===== src/rtl/hmc_fifo_pkg.sv =====
`default_nettype none
// ============================================================================
// Module      : hmc_fifo_pkg
// Description : Shared sizing helpers, default data width and write-side FSM
//               encoding for the HMC FIFO controllers.
// Revision    : 1.0 - initial release
// ============================================================================
package hmc_fifo_pkg;

    localparam int c_ffdata_w = 512;

    typedef enum logic [1:0] {
        RUN   = 2'd0,
        DRAIN = 2'd1,
        DONE  = 2'd2
    } wr_state_e;

    // Number of bits needed to index 'value' distinct items (ceil(log2(value))).
    function automatic int clogb2(input int value);
        int res;
        res = 0;
        while ((1 << res) < value) begin
            res = res + 1;
        end
        return res;
    endfunction

    function automatic int maxof2(input int a, input int b);
        return (a > b) ? a : b;
    endfunction

endpackage
`default_nettype wire


===== src/rtl/hmc_skid_buf.sv =====
`default_nettype none
// ============================================================================
// Module      : hmc_skid_buf
// Description : DEPTH-entry ring buffer (distributed RAM) with push/pop,
//               wrapping read/write pointers and an occupancy count.
// Revision    : 1.0 - initial release
// ============================================================================
module hmc_skid_buf
    import hmc_fifo_pkg::*;
#(
    parameter int DATA_W = 32,
    parameter int DEPTH  = 2,
    parameter int CNT_W  = clogb2(DEPTH + 1)
) (
    input  logic              clk,
    input  logic              rst,
    input  logic              push,
    input  logic              pop,
    input  logic [DATA_W-1:0] wr_data,
    output logic [DATA_W-1:0] rd_data,
    output logic [CNT_W-1:0]  count,
    output logic              full,
    output logic              empty
);

    localparam int                 c_ptr_w    = maxof2(1, clogb2(DEPTH));
    localparam logic [c_ptr_w-1:0] c_last_ptr = c_ptr_w'(DEPTH - 1);
    localparam logic [CNT_W-1:0]   c_full_cnt = CNT_W'(DEPTH);

    logic [DATA_W-1:0]  mem_q [DEPTH];
    logic [c_ptr_w-1:0] wptr_q, wptr_d;
    logic [c_ptr_w-1:0] rptr_q, rptr_d;
    logic [CNT_W-1:0]   count_q, count_d;

    // Explicit wrap keeps non-power-of-2 depths legal.
    function automatic logic [c_ptr_w-1:0] ptr_inc(input logic [c_ptr_w-1:0] p);
        return (p == c_last_ptr) ? '0 : p + 1'b1;
    endfunction

    always_comb begin
        wptr_d  = push ? ptr_inc(wptr_q) : wptr_q;
        rptr_d  = pop  ? ptr_inc(rptr_q) : rptr_q;
        count_d = count_q;
        case ({push, pop})
            2'b10:   count_d = count_q + 1'b1;
            2'b01:   count_d = count_q - 1'b1;
            default: count_d = count_q;
        endcase
    end

    always_ff @(posedge clk) begin
        if (rst) begin
            wptr_q  <= '0;
            rptr_q  <= '0;
            count_q <= '0;
        end else begin
            wptr_q  <= wptr_d;
            rptr_q  <= rptr_d;
            count_q <= count_d;
        end
    end

    always_ff @(posedge clk) begin
        if (push) begin
            mem_q[wptr_q] <= wr_data;
        end
    end

    assign rd_data = mem_q[rptr_q];
    assign count   = count_q;
    assign full    = (count_q == c_full_cnt);
    assign empty   = (count_q == '0);

endmodule
`default_nettype wire


===== src/rtl/hmc_fifo_wr_credit_ctrl.sv =====
`default_nettype none
// ============================================================================
// Module      : hmc_fifo_wr_credit_ctrl
// Description : Credit-based write controller feeding the shared HMC data
//               FIFO through a local skid buffer, with a drain handshake.
// Optional    : HMC_WR_CRD_CHECK_EN adds the sticky crd_err output and a
//               write-without-credit assertion.
// Revision    : 1.0 - initial release
// ============================================================================
module hmc_fifo_wr_credit_ctrl
    import hmc_fifo_pkg::*;
#(
    parameter int FFDATA_W   = c_ffdata_w,
    parameter int FIFO_DEPTH = 512,
    parameter int SKID_NUM   = 2,
    parameter int CRD_W      = clogb2(FIFO_DEPTH + 1),
    parameter int BUF_W      = clogb2(SKID_NUM + 1)
) (
    input  logic                clk,
    input  logic                rst,
    input  logic                in_vld,
    input  logic [FFDATA_W-1:0] in_data,
    output logic                in_rdy,
    output logic                fifo_wr_en,
    output logic [FFDATA_W-1:0] fifo_wr_data,
    input  logic                fifo_rd_pop,
    input  logic                drain_req,
    output logic                drain_done,
    output logic [CRD_W-1:0]    crd_cnt,
`ifdef HMC_WR_CRD_CHECK_EN
    output logic                crd_err,
`endif
    output logic [BUF_W-1:0]    buf_cnt
);

    localparam logic [CRD_W-1:0] c_crd_max = CRD_W'(FIFO_DEPTH);

    wr_state_e           state_q, state_d;
    logic                fifo_wr_en_q, fifo_wr_en_d;
    logic [FFDATA_W-1:0] fifo_wr_data_q, fifo_wr_data_d;
    logic                drain_done_q, drain_done_d;
    logic [CRD_W-1:0]    crd_cnt_q, crd_cnt_d;

    logic                w_push;
    logic                w_pop;
    logic                w_ret_ok;
    logic                w_buf_full;
    logic                w_buf_empty;
    logic [FFDATA_W-1:0] w_buf_rd_data;

    hmc_skid_buf #(
        .DATA_W (FFDATA_W),
        .DEPTH  (SKID_NUM),
        .CNT_W  (BUF_W)
    ) u_skid_buf (
        .clk     (clk),
        .rst     (rst),
        .push    (w_push),
        .pop     (w_pop),
        .wr_data (in_data),
        .rd_data (w_buf_rd_data),
        .count   (buf_cnt),
        .full    (w_buf_full),
        .empty   (w_buf_empty)
    );

    assign in_rdy   = (state_q == RUN) & ~w_buf_full;
    assign w_push   = in_vld & in_rdy;
    // Only registered credits gate the pop; a return this cycle helps next cycle.
    assign w_pop    = ~w_buf_empty & (crd_cnt_q != '0);
    assign w_ret_ok = fifo_rd_pop & (crd_cnt_q != c_crd_max);

    always_comb begin
        fifo_wr_en_d   = w_pop;
        fifo_wr_data_d = w_pop ? w_buf_rd_data : fifo_wr_data_q;

        crd_cnt_d = crd_cnt_q;
        if (w_pop && !w_ret_ok) begin
            crd_cnt_d = crd_cnt_q - 1'b1;
        end else if (!w_pop && w_ret_ok) begin
            crd_cnt_d = crd_cnt_q + 1'b1;
        end
    end

    // Leave DRAIN only once the final word has left the output register.
    always_comb begin
        state_d = state_q;
        case (state_q)
            RUN:     if (drain_req) state_d = DRAIN;
            DRAIN:   if (w_buf_empty && !fifo_wr_en_q) state_d = DONE;
            DONE:    state_d = RUN;
            default: state_d = RUN;
        endcase
        drain_done_d = (state_d == DONE);
    end

    always_ff @(posedge clk) begin
        if (rst) begin
            state_q        <= RUN;
            fifo_wr_en_q   <= 1'b0;
            fifo_wr_data_q <= '0;
            drain_done_q   <= 1'b0;
            crd_cnt_q      <= c_crd_max;
        end else begin
            state_q        <= state_d;
            fifo_wr_en_q   <= fifo_wr_en_d;
            fifo_wr_data_q <= fifo_wr_data_d;
            drain_done_q   <= drain_done_d;
            crd_cnt_q      <= crd_cnt_d;
        end
    end

    assign fifo_wr_en   = fifo_wr_en_q;
    assign fifo_wr_data = fifo_wr_data_q;
    assign drain_done   = drain_done_q;
    assign crd_cnt      = crd_cnt_q;

`ifdef HMC_WR_CRD_CHECK_EN
    localparam logic c_param_bad = (FIFO_DEPTH < 1) || (SKID_NUM < 2);

    logic crd_err_q, crd_err_d;

    always_comb begin
        crd_err_d = crd_err_q | c_param_bad | (fifo_rd_pop & (crd_cnt_q == c_crd_max));
    end

    always_ff @(posedge clk) begin
        if (rst) begin
            crd_err_q <= 1'b0;
        end else begin
            crd_err_q <= crd_err_d;
        end
    end

    assign crd_err = crd_err_q;

`ifndef SYNTHESIS
    a_wr_needs_credit: assert property (
        @(posedge clk) disable iff (rst)
        $rose(fifo_wr_en_q) |-> ($past(crd_cnt_q) != '0)
    );
`endif
`endif

endmodule
`default_nettype wire


===== config.mk =====
export PLATFORM = sky130hd
export DESIGN_NAME = hmc_fifo_wr_credit_ctrl
export DESIGN_NICKNAME = d
export VERILOG_FILES = /design/src/rtl/hmc_fifo_pkg.sv /design/src/rtl/hmc_skid_buf.sv /design/src/rtl/hmc_fifo_wr_credit_ctrl.sv
export SDC_FILE = /design/constraint.sdc
export NUM_CORES = 2
export LEC_CHECK = 0
export BUFFER_PORTS_ARGS = -buffer_cell sky130_fd_sc_hd__buf_2
export CAP_MARGIN = 15
export CORE_AREA = 2 2 403 405
export CTS_CLUSTER_DIAMETER = 150
export DETAILED_ROUTE_END_ITERATION = 10
export DIE_AREA = 0 0 405 407
export PLACE_DENSITY = 0.59
export SLEW_MARGIN = 0
export SYNTH_ARGS = -nofsm -noshare
export SYNTH_HDL_FRONTEND = slang
export SYNTH_SLANG_ARGS = --single-unit

===== constraint.sdc =====
create_clock -name clk -period 34.5 [get_ports clk]
set_input_delay 6.9 -clock clk [delete_from_list [all_inputs] [get_ports clk]]
set_output_delay 6.9 -clock clk [all_outputs]
set_load 0.02 [all_outputs]

==> qor.csv <==
metric,value,unit
rsz0062_at_grt,false,
power_per_cell_area,88.6,nW/um^2
synth.area.mux_share,0.0945,
initial_core_util,0.341,
cts.root.buffer_cell,clkbuf_16,
area_delta_synth_final,23.3,%
yosysSeqAreaShare,0.758,
hp-class,reg -> reg,
synth_compound_area_frac,0.0841,
synth-xor-area-share,0.000963,
worstSetupPathType,in -> reg,
first_iter_violations,1911,
ant_nets,0,
ys_top_cells_by_count,"edfxtp_1, dfxtp_1, nor2_1, mux2i_1, a211oi_1",
tns,0,ns
min_from,state_q[1],
fmax,89.4,MHz
r2r_start,u_skid_buf.count[0],
status,"complete, no violations",
drc,0,
synthTopCellsByArea,"edfxtp_1, dfxtp_1, mux2i_1",
vdd_drop_max,0.118,mV
via_per_inst,4.72,
cts.path.max_buffers,3,
ys_async_sr_fraction,0,
grt_pass1_vias,31237,
antenna_found_initial,76,
fin_skew,0.0318,ns
postCtsSetupBuffers,0,
cts.sink_count,1554,
tightest_slew,1.15,ns
intPower,3.97,mW
period_minus_slack,11.18,ns
firstDrtPassIters,5,
ys_ff_latch,1554,
yosys.area_share.adder,0.00266,
wl_per_cell,21.5,um
grt-ovfl-total,0,
syn_area,54600,sq um
hold_violations,0,
yosys.area_share.simple,0.0400,
yosysMostFrequentCell,edfxtp_1,
grt_max_degree,207,
numCtsBuffers,165,
cp-startpoint,in_vld,
wl,146,mm
cts_tree,yes,
power.share.clock,0.293,
synth_enable_flop_cells,1024,
hpwl,97.8,mm
io_pins,1044,
grt_pass1_wl,205,mm
fp.dieW,405,um
ctsResizeCount,0,
synth.top_cell.area_share,0.563,
clk_latency,0.79,ns
dominantRegCellSynth,edfxtp_1,
drv_cap,0,
die_y,407,um
maxSlewViolCount,0,
avgSynthCellArea,15.9,sq um
syn_nets,3966,
relSlewSlack,0.236,
clkTransAtPathRegs,0.06,ns
n_fill_cell,14676,
power,5.96,mW
ys_types,42,
grt_usage,0.169,
core_area,160000,sq um
finalCritPeriodShare,0.324,
num_rows,147,
die_area,165000,sq um
fin_nets,4983,
crit_required,34.90,ns
power.leakage,24.8,nW
critPathCaptureType,register,
yosysWarningCount,0,
path_max_fanout,73,
p_sw_frac,0.335,
synth_top_cell_by_area,edfxtp_1,
gp_congestion,0.846,
htree_levels,4,
setup-violations-final,0,
seq_power_share,0.436,
arrival,11.59,ns
vias,32055,
synth_top_family_by_area,multiplexers,
synthCells,3438,
drive_above_1_share,0.312,
startpoint_type,input port,
io_buffers,1043,
power.switching,2.00,mW
comb_power_share,0.271,
cts_hold_buf,0,
-- through the flow --
| step | setup slack, ns | cell area (sq um) | cells | utilization | hold WS (ns) |
|---|---|---|---|---|---|
| after floorplan | 4.85 | 54600 | 3438 | - | 0.425 |
| after global placement | 22.36 | 61800 | 6448 | 0.386 | 0.442 |
| after detailed placement | 22.39 | 61800 | 6448 | 0.386 | 0.460 |
| after CTS | 23.28 | 67200 | 6757 | 0.420 | 0.471 |
| after global routing | 22.95 | 67300 | 6782 | 0.420 | 0.487 |
| final | 23.32 | 67300 | 6798 | 0.420 | 0.491 |
-- worst paths after layout --
check / to / cells past startpoint / slack (ns)
setup / recovery: u_skid_buf.mem_q[1][171] / 8 / 23.32
hold / removal: state_q[0] / 1 / 0.49
setup reg to reg: u_skid_buf.mem_q[1][171] / 9 / 28.54
hold reg to reg: state_q[0] / 1 / 0.49
-- cell families (layout without fill, tap and decap cells) --
| logic type | after synthesis | count (layout) |
|---|---|---|
| other | 0 | 41 |
| xor gates and xnor gates | 6 | 6 |
| buffers and inverters | 238 | 1397 |
| muxes | 515 | 515 |
| adders and majority gates | 11 | 11 |
| and+or+nand+nor | 564 | 564 |
| DFF | 1554 | 1554 |
| AOI/OAI and AO/OA | 550 | 550 |
-- area by class of cell --
cell class / count / area [sq um] / area share
antenna: 41 / 103 / 0.00152
clock inverter: 79 / 796 / 0.0118
multi-input combinational: 1646 / 12200 / 0.181
clock buffer: 230 / 4600 / 0.0683
timing repair buffer: 1082 / 5590 / 0.0830
tap: 2160 / 2700 / 0.0401
inverter: 6 / 22.5 / 0.000335
sequential: 1554 / 41400 / 0.614
-- metal layers --
metal / share of wire / global-route usage / up-vias
met5: 0.0028 / 0 / -
met4: 0.036 / 0.0776 / 60
met3: 0.086 / 0.0658 / 316
met2: 0.48 / 0.273 / 1005
met1: 0.39 / 0.199 / 15473
li1: - / - / 15201
-- state kept, by name, indices dropped and copies added (netlist names) --
signal,cells
fifo_wr_data,512
u_skid_buf.count,2
drain_done,1
u_skid_buf.mem_q,1024
u_skid_buf.rptr_q,1
u_skid_buf.wptr_q,1
crd_cnt,10
fifo_wr_en,1
state_q,2
-- power by group through the flow --
stage	Combinational [mW]	Clock (mW)	Sequential [mW]
global placement	1.62	0	2.62
finish	1.61	1.75	2.60
detailed placement	1.64	0	2.64
floorplan	0.874	0	3.04
CTS	1.64	1.79	2.60
global route	1.76	1.87	2.64
-- cells in the final DEF, fill, tap and decap left out, drive strengths merged, types with 3 or more instances in the layout --
master,Yosys,layout
ha,10,10
bufinv,0,9
a21oi,9,9
mux2i,513,513
or3,4,4
inv,6,22
diode,0,41
clkinv,0,49
dfxtp,530,530
clkinvlp,0,5
buf,92,1082
o21ai,9,9
xnor2,4,4
nor3,6,6
nor2,529,529
and3,3,3
edfxtp,1024,1024
a211oi,518,518
clkbuf,140,230
nand2,9,9
nor2b,3,3
-- critical path, stage by stage --
cell and delay, ns:
buf_2 0.07, nand2_1 0.17, nor2_4 0.13, buf_4 0.75
buf_4 0.76, buf_4 0.83, buf_4 0.78, buf_4 0.91
(Power assumes the default switching activity.)
